[config.mk]
export PLATFORM = sky130hd
export DESIGN_NAME = state_monitor_mc
export DESIGN_NICKNAME = d
export VERILOG_FILES = /design/src/rtl/state_monitor_pkg.sv /design/src/rtl/state_monitor_channel.sv /design/src/rtl/state_monitor_mc.sv
export SDC_FILE = /design/constraint.sdc
export NUM_CORES = 1
export LEC_CHECK = 0
export CAP_MARGIN = 0
export CELL_PAD_IN_SITES_DETAIL_PLACEMENT = 0
export CELL_PAD_IN_SITES_GLOBAL_PLACEMENT = 1
export CORE_MARGIN = 2
export CORE_UTILIZATION = 47
export DETAILED_ROUTE_END_ITERATION = 10
export PLACE_DENSITY = 0.8
export SYNTH_ARGS = -nofsm -noshare
export SYNTH_HDL_FRONTEND = slang
export SYNTH_SLANG_ARGS = --single-unit
[constraint.sdc]
create_clock -name clk -period 4.55 [get_ports clk]
set_input_delay 0.91 -clock clk [delete_from_list [all_inputs] [get_ports clk]]
set_output_delay 0.91 -clock clk [all_outputs]
set_load 0.02 [all_outputs]
[src/rtl/state_monitor_pkg.sv]
// Shared definitions for the multi-channel state monitor: FSM encoding,
// default timer step and event-counter limits.
package state_monitor_pkg;

  typedef enum logic {
    ST_IDLE      = 1'b0,
    ST_TRANSIENT = 1'b1
  } state_t;

  localparam int STEP_DEFAULT = 10000;

  localparam int          EVT_CNT_W   = 8;
  localparam logic [EVT_CNT_W-1:0] EVT_CNT_MAX = 8'hFF;

endpackage

[src/rtl/state_monitor_channel.sv]
// One debounced channel: holds a TRANSIENT window after an input change,
// then commits the settled value to stable_state.
//
//   state        | meaning
//   ST_IDLE      | input matches stable_state; timer preloaded with window length
//   ST_TRANSIENT | window running; commit in_q to stable_state when timer hits 0
module state_monitor_channel
  import state_monitor_pkg::*;
#(
  parameter int DELAY_W = 4,
  parameter int STEP    = STEP_DEFAULT,
  parameter int CNT_W   = 18
) (
  input  logic               clk,
  input  logic               reset,
  input  logic               in_q,
  input  logic               in_prev,
  input  logic [DELAY_W-1:0] delay_sel,
  input  logic               retrig,
  output logic               transient,
  output logic               stable_state,
  output logic               change_pulse
);

  state_t           state;
  logic [CNT_W-1:0] timer;
  logic [CNT_W-1:0] load_val;

  // Truncated modulo 2**CNT_W when the parameters are oversized.
  assign load_val = CNT_W'(int'(delay_sel) * STEP);

  always_ff @(posedge clk) begin
    if (reset) begin
      state        <= ST_IDLE;
      timer        <= '0;
      transient    <= 1'b0;
      stable_state <= 1'b0;
      change_pulse <= 1'b0;
    end else begin
      change_pulse <= 1'b0;
      case (state)
        ST_IDLE: begin
          timer <= load_val;
          if (in_q != stable_state) begin
            state     <= ST_TRANSIENT;
            transient <= 1'b1;
          end
        end
        ST_TRANSIENT: begin
          if (retrig && (in_q != in_prev)) begin
            timer <= load_val;
          end else if (timer == '0) begin
            state        <= ST_IDLE;
            transient    <= 1'b0;
            stable_state <= in_q;
            change_pulse <= (in_q != stable_state);
          end else begin
            timer <= timer - 1'b1;
          end
        end
        default: begin
          state     <= ST_IDLE;
          transient <= 1'b0;
        end
      endcase
    end
  end

endmodule

[src/rtl/state_monitor_mc.sv]
// Multi-channel state monitor top: input sampling, per-channel debounce and,
// with STATE_MONITOR_EVT_CNT_EN defined, a saturating committed-event counter.
module state_monitor_mc
  import state_monitor_pkg::*;
#(
  parameter int CHANNELS = 8,
  parameter int DELAY_W  = 4,
  parameter int STEP     = STEP_DEFAULT,
  parameter int CNT_W    = 18
) (
  input  logic                clk,
  input  logic                reset,
  input  logic [CHANNELS-1:0] in_state,
  input  logic [DELAY_W-1:0]  delay_sel,
  input  logic                retrig,
  input  logic                clear_count,
  output logic [CHANNELS-1:0] transient,
  output logic [CHANNELS-1:0] stable_state,
  output logic [CHANNELS-1:0] change_pulse
`ifdef STATE_MONITOR_EVT_CNT_EN
  ,
  output logic [EVT_CNT_W-1:0] event_count
`endif
);

  logic [CHANNELS-1:0] in_q;
  logic [CHANNELS-1:0] in_prev;

  always_ff @(posedge clk) begin
    if (reset) begin
      in_q    <= '0;
      in_prev <= '0;
    end else begin
      in_q    <= in_state;
      in_prev <= in_q;
    end
  end

  for (genvar i = 0; i < CHANNELS; i++) begin : g_ch
    state_monitor_channel #(
      .DELAY_W (DELAY_W),
      .STEP    (STEP),
      .CNT_W   (CNT_W)
    ) u_ch (
      .clk          (clk),
      .reset        (reset),
      .in_q         (in_q[i]),
      .in_prev      (in_prev[i]),
      .delay_sel    (delay_sel),
      .retrig       (retrig),
      .transient    (transient[i]),
      .stable_state (stable_state[i]),
      .change_pulse (change_pulse[i])
    );
  end

`ifdef STATE_MONITOR_EVT_CNT_EN
  localparam int SUM_W = EVT_CNT_W + $clog2(CHANNELS + 1);

  logic [SUM_W-1:0] pop;
  logic [SUM_W-1:0] sum;

  always_comb begin
    pop = '0;
    for (int i = 0; i < CHANNELS; i++) begin
      pop = pop + SUM_W'(change_pulse[i]);
    end
    sum = SUM_W'(event_count) + pop;
  end

  always_ff @(posedge clk) begin
    if (reset || clear_count) begin
      event_count <= '0;
    end else if (sum > SUM_W'(EVT_CNT_MAX)) begin
      event_count <= EVT_CNT_MAX;
    end else begin
      event_count <= sum[EVT_CNT_W-1:0];
    end
  end
`else
  logic unused_clear_count;
  assign unused_clear_count = clear_count;
`endif

endmodule

==> results of run 1 <==
cell usage after synthesis, drive strengths merged, types with 10 or more instances:
cell / n / area share
xnor2: 87 / 0.075
buf: 34 / 0.023
nand2b: 27 / 0.017
nor2b: 29 / 0.018
a211oi: 35 / 0.028
or4: 14 / 0.013
clkbuf: 32 / 0.014
dfxtp: 192 / 0.38
nand2: 80 / 0.030
nand3: 38 / 0.020
or2: 10 / 0.0061
mux2i: 13 / 0.013
or3: 11 / 0.0073
nor4: 36 / 0.036
o21ai: 29 / 0.015
nand4: 17 / 0.010
o22ai: 24 / 0.015
nor2: 133 / 0.049
nor3: 61 / 0.031
o32ai: 10 / 0.0086
a21oi: 58 / 0.029
inv: 32 / 0.012
ha: 29 / 0.036
xor2: 43 / 0.037
where the power goes:
part	internal, mW	leakage, nW	switching (mW)
registers	1.84	1.59	0.175
logic	0.496	2.33	0.627
clock network	0.766	0.269	0.664
layer usage:
metal	part of all wire	vias up	global-route usage
met5	0	-	0
met4	0.014	0	0.05701
met3	0.032	24	0.04066
met2	0.47	114	0.3584
met1	0.49	3804	0.3055
li1	-	4165	-
layout make-up:
cell class / instances / area (um^2)
Clock buffer: 18 / 439.2
Clock inverter: 12 / 108.9
Fill cell: 1990 / 9935
Inverter: 33 / 123.9
Multi-Input combinational cell: 879 / 5817
Sequential cell: 192 / 3844
Tap cell: 275 / 344.1
Timing Repair Buffer: 60 / 543.0
stage by stage:
step,TNS [ns],std cells,utilization,total power [mW]
finish,0,1469,0.5304,4.572
global route,0,1469,0.5304,4.840
CTS,0,1469,0.5304,4.607
detailed placement,-0.01868,1439,0.5045,3.166
global placement,0,1439,0.5045,3.153
floorplan,0,1171,-,2.890
logic make-up (layout without fill, tap and decap cells):
logic type	count (synthesis)	after routing	synth area share
XOR/XNOR	130	130	0.1119
multiplexers	13	13	0.01279
flip-flops	192	192	0.3778
adder cells (fa/ha/maj)	32	32	0.04157
AND/OR/NAND/NOR	499	499	0.2722
AO/OA/AOI/OAI	205	205	0.1333
buffers and inverters	100	123	0.05042
state kept, by name (all words and copies together) (netlist names):
signal / count
g_ch.u_ch.timer: 144
g_ch.u_ch.change_pulse: 8
g_ch.u_ch.stable_state: 8
g_ch.u_ch.state: 8
g_ch.u_ch.transient: 8
in_prev: 8
in_q: 8
worst max-delay path: cells and delay by family:
| family | cells | cell delay [ns] |
|---|---|---|
| buf+inv | 4 | 0.94 |
| compound gates | 3 | 0.48 |
| fa+ha+maj | 3 | 1.14 |
| simple gates | 2 | 0.95 |
how the worst min path moves through the flow:
stage,end,slack (ns),cells past startpoint
after global routing,g_ch[2].u_ch.transient,0.48,2
after CTS,g_ch[2].u_ch.transient,0.46,2
after global placement,g_ch[2].u_ch.transient,0.44,2
after floorplan,g_ch[2].u_ch.transient,0.44,2
final,g_ch[2].u_ch.transient,0.46,2
after detailed placement,g_ch[2].u_ch.transient,0.45,2
==> reports/summary.log, run 1 <==
[status] status finished, final reports clean
[worst_setup_path] peak fanout along the critical path 4
[grt] global-route wire length before repair 39850 um
[worst_setup_path] startpoint of the most critical register-to-register path g_ch[1].u_ch.timer[2]
[sta] slew at the pin with the worst max-slew slack 0.9862 ns
[grt] combined global-route utilization of all metal layers 0.2215
[worst_setup_path] type of element capturing the critical path register
[clock_network] clock transition time at the flip-flop clock pins of the worst setup and hold paths 0.07 ns
[routing] ratio of routed vias to standard cells 5.519
[die] Top Ports 40
[clock_network] TritonCTS clock tree built
[sta] setup repair after global routing missed its margin false
[placement] area post-placement 10670 um^2
[worst_setup_path] WS Path Type in2reg
[routing] vias after detailed routing 8107
[die] placeable core region 21150 um^2
[worst_setup_path] Critical Path AT 4.43 ns
[cells_and_area] number of nets in the layout 1231
[worst_setup_path] Worst Path Required 4.87 ns
[cells_and_area] final antenna diode count 0
[worst_setup_path] Max stage delay on crit path 0.79 ns
[routing] wire length per cell after detailed routing 16.24 um
[sta] setup clock skew after layout 0.009557 ns
[routing] DR DRC count 0
[clock_network] Post-CTS Hold Buffers 0
[pwr] leakage power of the design 4.182 nW
[grt] vias in the first global route 7745
[clock_network] number of clock buffers inserted by TritonCTS 17
[sta] final number of hold-violating endpoints 0
[die] row cnt 53
[grt] final global-route overflow total 0
[routing] number of antenna-violating nets in the routed design 0
[routing] Total Wirelength 23860 um
[worst_setup_path] crit path cell chain clkdlybuf4s50_1, inv_1, fa_1, inv_1, ha_1, ha_1, a211o_1, and3_1, nor3_1, buf_4, a21o_1, a21oi_1
[clock_network] buffer levels on the longest clock path 2
[worst_setup_path] source of the critical timing path delay_sel[1]
[synthesis] number of warnings printed during yosys synthesis 0
[synthesis] cell area after technology mapping 10170 um^2
[clock_network] Clock Tree Root sky130_fd_sc_hd__clkbuf_16
[grt] largest net degree at the start of global routing 71
[hold_path] Min-Delay Path Class reg2reg
[synthesis] ys async rst share 0
[sta] Setup WS post-layout 0.4469 ns
[worst_setup_path] kind of launch point of the worst setup path primary input
[die] floorplan die area 22840 um^2
[cells_and_area] area added between synthesis and finish 10.28%
[pwr] Power per Cell Area 407.5 nW/um^2
[flow_run] number of maximum-capacitance violations 0
[synthesis] Post-Synthesis Cells 1171
[die] width of the die 151.1 um
[synthesis] sequential share of the synthesized area 0.3778
[routing] length of the first detailed-routing pass in iterations 5
[worst_setup_path] slowest cell on the critical path sky130_fd_sc_hd__nor3_1
[worst_setup_path] CP Capture Point g_ch[3].u_ch.timer[15]
[sta] Period Utilization, post-route 0.9018
[synthesis] count of state elements after synthesis 192
[placement] RD Place Congestion 0.8516
[placement] Setup WS pre-CTS -0.01868 ns
[grt] initial antenna violation count 0
[sta] Relative slew margins 0.3374
[die] die extent in y 151.1 um
[sta] shortest clock period the worst path allows after layout 4.103 ns
[sta] WHS 0.4570 ns
[pwr] Max VDD drop 0.0002465 V
[clock_network] sinks on the clock net 192
[synthesis] Cell variety after synth 80
[worst_setup_path] reg-to-reg endpoint g_ch[1].u_ch.timer[0]
[clock_network] Setup Buffers After CTS 0
[synthesis] number of flops mapped to enable cells by yosys 0
[placement] HPWL Detailed 16670 um
[routing] Starting DRT DRC Count 390
[cells_and_area] most frequent cells in the layout sky130_fd_sc_hd__dfxtp_1, sky130_fd_sc_hd__nor2_1, sky130_fd_sc_hd__xnor2_1
[synthesis] mean area per synthesized cell 8.688 um^2
[clock_network] Resize count post-CTS 0
[clock_network] latest clock arrival within the worst-skew pair 0.43 ns
[synthesis] Syn Nets 1219
[placement] number of input and output port buffers inserted 38
[sta] count of endpoints failing setup in the final report 0
[cells_and_area] final cell area excluding filler cells 11220 um^2
[clock_network] H-tree lvl count 4
[worst_setup_path] worst reg-to-reg path cell count 5
[hold_path] startpoint of the tightest hold check path g_ch[2].u_ch.transient
[die] starting density of the core 0.4809
[cells_and_area] most common cell after layout, fill and taps aside sky130_fd_sc_hd__dfxtp_1
[sta] max-slew violation count 0
[worst_setup_path] slack of the worst reg-to-reg path 2.20 ns
[synthesis] Main synth FF type sky130_fd_sc_hd__dfxtp_1
[sta] Max Clk Rate 243.7 MHz
[cells_and_area] layout cells sized above 1 0.08459
(Power assumes the default switching activity.)
==> run 2, diff against run 1 <==
--- a/config.mk
+++ b/config.mk
@@ -10,6 +10,7 @@
 export CELL_PAD_IN_SITES_GLOBAL_PLACEMENT = 1
 export CORE_MARGIN = 2
 export CORE_UTILIZATION = 47
+export CTS_BUF_LIST = sky130_fd_sc_hd__clkbuf_16
 export DETAILED_ROUTE_END_ITERATION = 10
 export PLACE_DENSITY = 0.8
 export SYNTH_ARGS = -nofsm -noshare
==> run 2 against run 1 <==
Net effect: total power is 0.29% lower; critical path depth stayed put; combinational power hardly changed; register-to-register slack hardly changed; highest routed layer unchanged.
==> reports/summary.log, run 2 (synthesis gave the netlist of run 1 again) <==
[pwr] leakage power of the design 4.176 nW [was 4.182 nW]
[cells_and_area] flip-flop count of the largest register after layout 144 [unchanged]
[die] row cnt 53 [unchanged]
[die] floorplan die area 22840 um^2 [unchanged]
[cells_and_area] Storage cell area 3844 um^2 [unchanged]
[die] width of the die 151.1 um [unchanged]
[worst_setup_path] Max stage delay on crit path 0.80 ns [was 0.79 ns]
[clock_network] H-tree lvl count 4 [unchanged]
[cells_and_area] number of nets in the layout 1231 [unchanged]
[die] starting density of the core 0.4809 [unchanged]
[routing] wire length per cell after detailed routing 16.27 um [was 16.24 um]
[sta] final number of hold-violating endpoints 0 [unchanged]
[worst_setup_path] slowest cell on the critical path sky130_fd_sc_hd__nor3_1 [unchanged]
[placement] RD Place Congestion 0.8516 [unchanged]
[routing] vias after detailed routing 8128 [was 8107]
[routing] Total Wirelength 23900 um [was 23860 um]
[routing] DR DRC count 0 [unchanged]
[sta] slew at the pin with the worst max-slew slack 0.9955 ns [was 0.9862 ns]
[clock_network] TritonCTS clock tree built [unchanged]
[routing] Starting DRT DRC Count 413 [was 390]
[cells_and_area] register bank with the most flops g_ch.u_ch.timer [unchanged]
[pwr] Max VDD drop 0.0002472 V [was 0.0002465 V]
[clock_network] sinks on the clock net 192 [unchanged]
[die] placeable core region 21150 um^2 [unchanged]
[grt] combined global-route utilization of all metal layers 0.2214 [was 0.2215]
[cells_and_area] filler cell count in the final layout 1993 [was 1990]
[die] die extent in y 151.1 um [unchanged]
[cells_and_area] most common cell after layout, fill and taps aside sky130_fd_sc_hd__dfxtp_1 [unchanged]
[clock_network] latest clock arrival within the worst-skew pair 0.44 ns [was 0.43 ns]
[clock_network] buffer levels on the longest clock path 2 [unchanged]
[sta] Max Clk Rate 243.3 MHz [was 243.7 MHz]
[routing] number of antenna-violating nets in the routed design 0 [unchanged]
[worst_setup_path] slack of the worst reg-to-reg path 2.19 ns [was 2.20 ns]
[sta] post-route setup TNS 0 ns [unchanged]
[sta] setup clock skew after layout 0.008971 ns [was 0.009557 ns]
[grt] largest net degree at the start of global routing 71 [unchanged]
[clock_network] number of clock buffers inserted by TritonCTS 17 [unchanged]
[clock_network] Setup Buffers After CTS 0 [unchanged]
[sta] count of endpoints failing setup in the final report 0 [unchanged]
[placement] HPWL Detailed 16670 um [unchanged]
[cells_and_area] layout cells sized above 1 0.08375 [was 0.08459]
[worst_setup_path] crit path cell chain clkdlybuf4s50_1, inv_1, fa_1, inv_1, ha_1, ha_1, a211o_1, and3_1, nor3_1, buf_4, a21o_1, a21oi_1 [unchanged]
[clock_network] Post-CTS Hold Buffers 0 [unchanged]
[worst_setup_path] peak fanout along the critical path 4 [unchanged]
[grt] final global-route overflow total 0 [unchanged]
[cells_and_area] final antenna diode count 0 [unchanged]
[worst_setup_path] kind of launch point of the worst setup path primary input [unchanged]
[worst_setup_path] Worst Path Required 4.88 ns [was 4.87 ns]
[grt] initial antenna violation count 0 [unchanged]
[flow_run] number of maximum-capacitance violations 0 [unchanged]
[routing] ratio of routed vias to standard cells 5.533 [was 5.519]
[cells_and_area] area added between synthesis and finish 10.18% [was 10.28%]
[cells_and_area] footprint of the multi-input gates 5817 um^2 [unchanged]
[hold_path] Min-Delay Path Class reg2reg [unchanged]
[pwr] PnR Total Power 4.559 mW [was 4.572 mW]
[cells_and_area] most frequent cells in the layout sky130_fd_sc_hd__dfxtp_1, sky130_fd_sc_hd__nor2_1, sky130_fd_sc_hd__xnor2_1 [unchanged]
[die] Top Ports 40 [unchanged]
[grt] global-route wire length before repair 39830 um [was 39850 um]
[routing] length of the first detailed-routing pass in iterations 5 [unchanged]
[pwr] Power per Cell Area 406.7 nW/um^2 [was 407.5 nW/um^2]
[clock_network] clock transition time at the flip-flop clock pins of the worst setup and hold paths 0.07 ns [about the same]
[grt] vias in the first global route 7744 [was 7745]
[worst_setup_path] WS Path Type in2reg [unchanged]
[clock_network] Resize count post-CTS 0 [unchanged]
[sta] Relative slew margins 0.3312 [was 0.3374]
[status] status finished, final reports clean [unchanged]
[sta] max-slew violation count 0 [unchanged]
[worst_setup_path] Critical Path AT 4.43 ns [about the same]
[clock_network] Clock Tree Root sky130_fd_sc_hd__clkbuf_16 [unchanged]
[worst_setup_path] type of element capturing the critical path register [unchanged]
[sta] shortest clock period the worst path allows after layout 4.110 ns [was 4.103 ns]
[placement] number of input and output port buffers inserted 38 [unchanged]
[sta] setup repair after global routing missed its margin false [unchanged]
[sta] Period Utilization, post-route 0.9033 [was 0.9018]
[sta] WHS 0.4570 ns [about the same]
[run 2: cell type report]
type	count	share of cell area
well taps	275	0.03070
inverters	33	0.01105
clock buffers	17	0.03795
clock inverters	13	0.01005
multi-input cells	879	0.5189
repair buffers	60	0.04844
flip-flops and latches	192	0.3429
[run 2: worst max-delay path, delay by kind of cell]
family | cells | cell delay, ns
adder cells (fa/ha/maj) | 3 | 1.14
buffers and inverters | 4 | 0.94
AND/OR/NAND/NOR | 2 | 0.96
AO/OA/AOI/OAI | 3 | 0.48
[run 2: per-stage QoR]
stage | setup slack (ns) | utilization | instances | instance area [um^2]
3_5_place_dp | -0.01868 | 0.5045 | 1439 | 10670
5_1_grt | 0.3318 | 0.5299 | 1469 | 11210
3_3_place_gp | 0.03802 | 0.5045 | 1439 | 10670
6_report | 0.4402 | 0.5299 | 1469 | 11210
4_1_cts | 0.4391 | 0.5299 | 1469 | 11210
2_1_floorplan | 0.8268 | - | 1171 | 10170
[run 2: where the power goes]
group          total (mW)  internal [mW]  switching, mW  leakage (nW)
combinational        1.12          0.496          0.628          2.33
clock                1.42          0.749          0.667         0.263
sequential           2.02           1.84          0.176          1.59
total                4.56           3.09           1.47          4.18
[run 2: path summary, 6_finish.rpt]
| path | from | endpoint | cells after the start |
|---|---|---|---|
| worst min-delay path | g_ch[2].u_ch.transient | g_ch[2].u_ch.transient | 2 |
| worst max register to register | g_ch[1].u_ch.timer[2] | g_ch[1].u_ch.timer[0] | 5 |
| worst min register to register | g_ch[2].u_ch.transient | g_ch[2].u_ch.transient | 2 |
| worst max-delay path | delay_sel[1] | g_ch[3].u_ch.timer[15] | 12 |
[run 2: per-layer routing]
metal  vias to the layer above  part of all wire  GRT usage
met5                         -                 0          0
met4                         0             0.013    0.05701
met3                        22             0.029    0.04066
met2                       115              0.47     0.3584
met1                      3825              0.49     0.3053
li1                       4166                 -          -
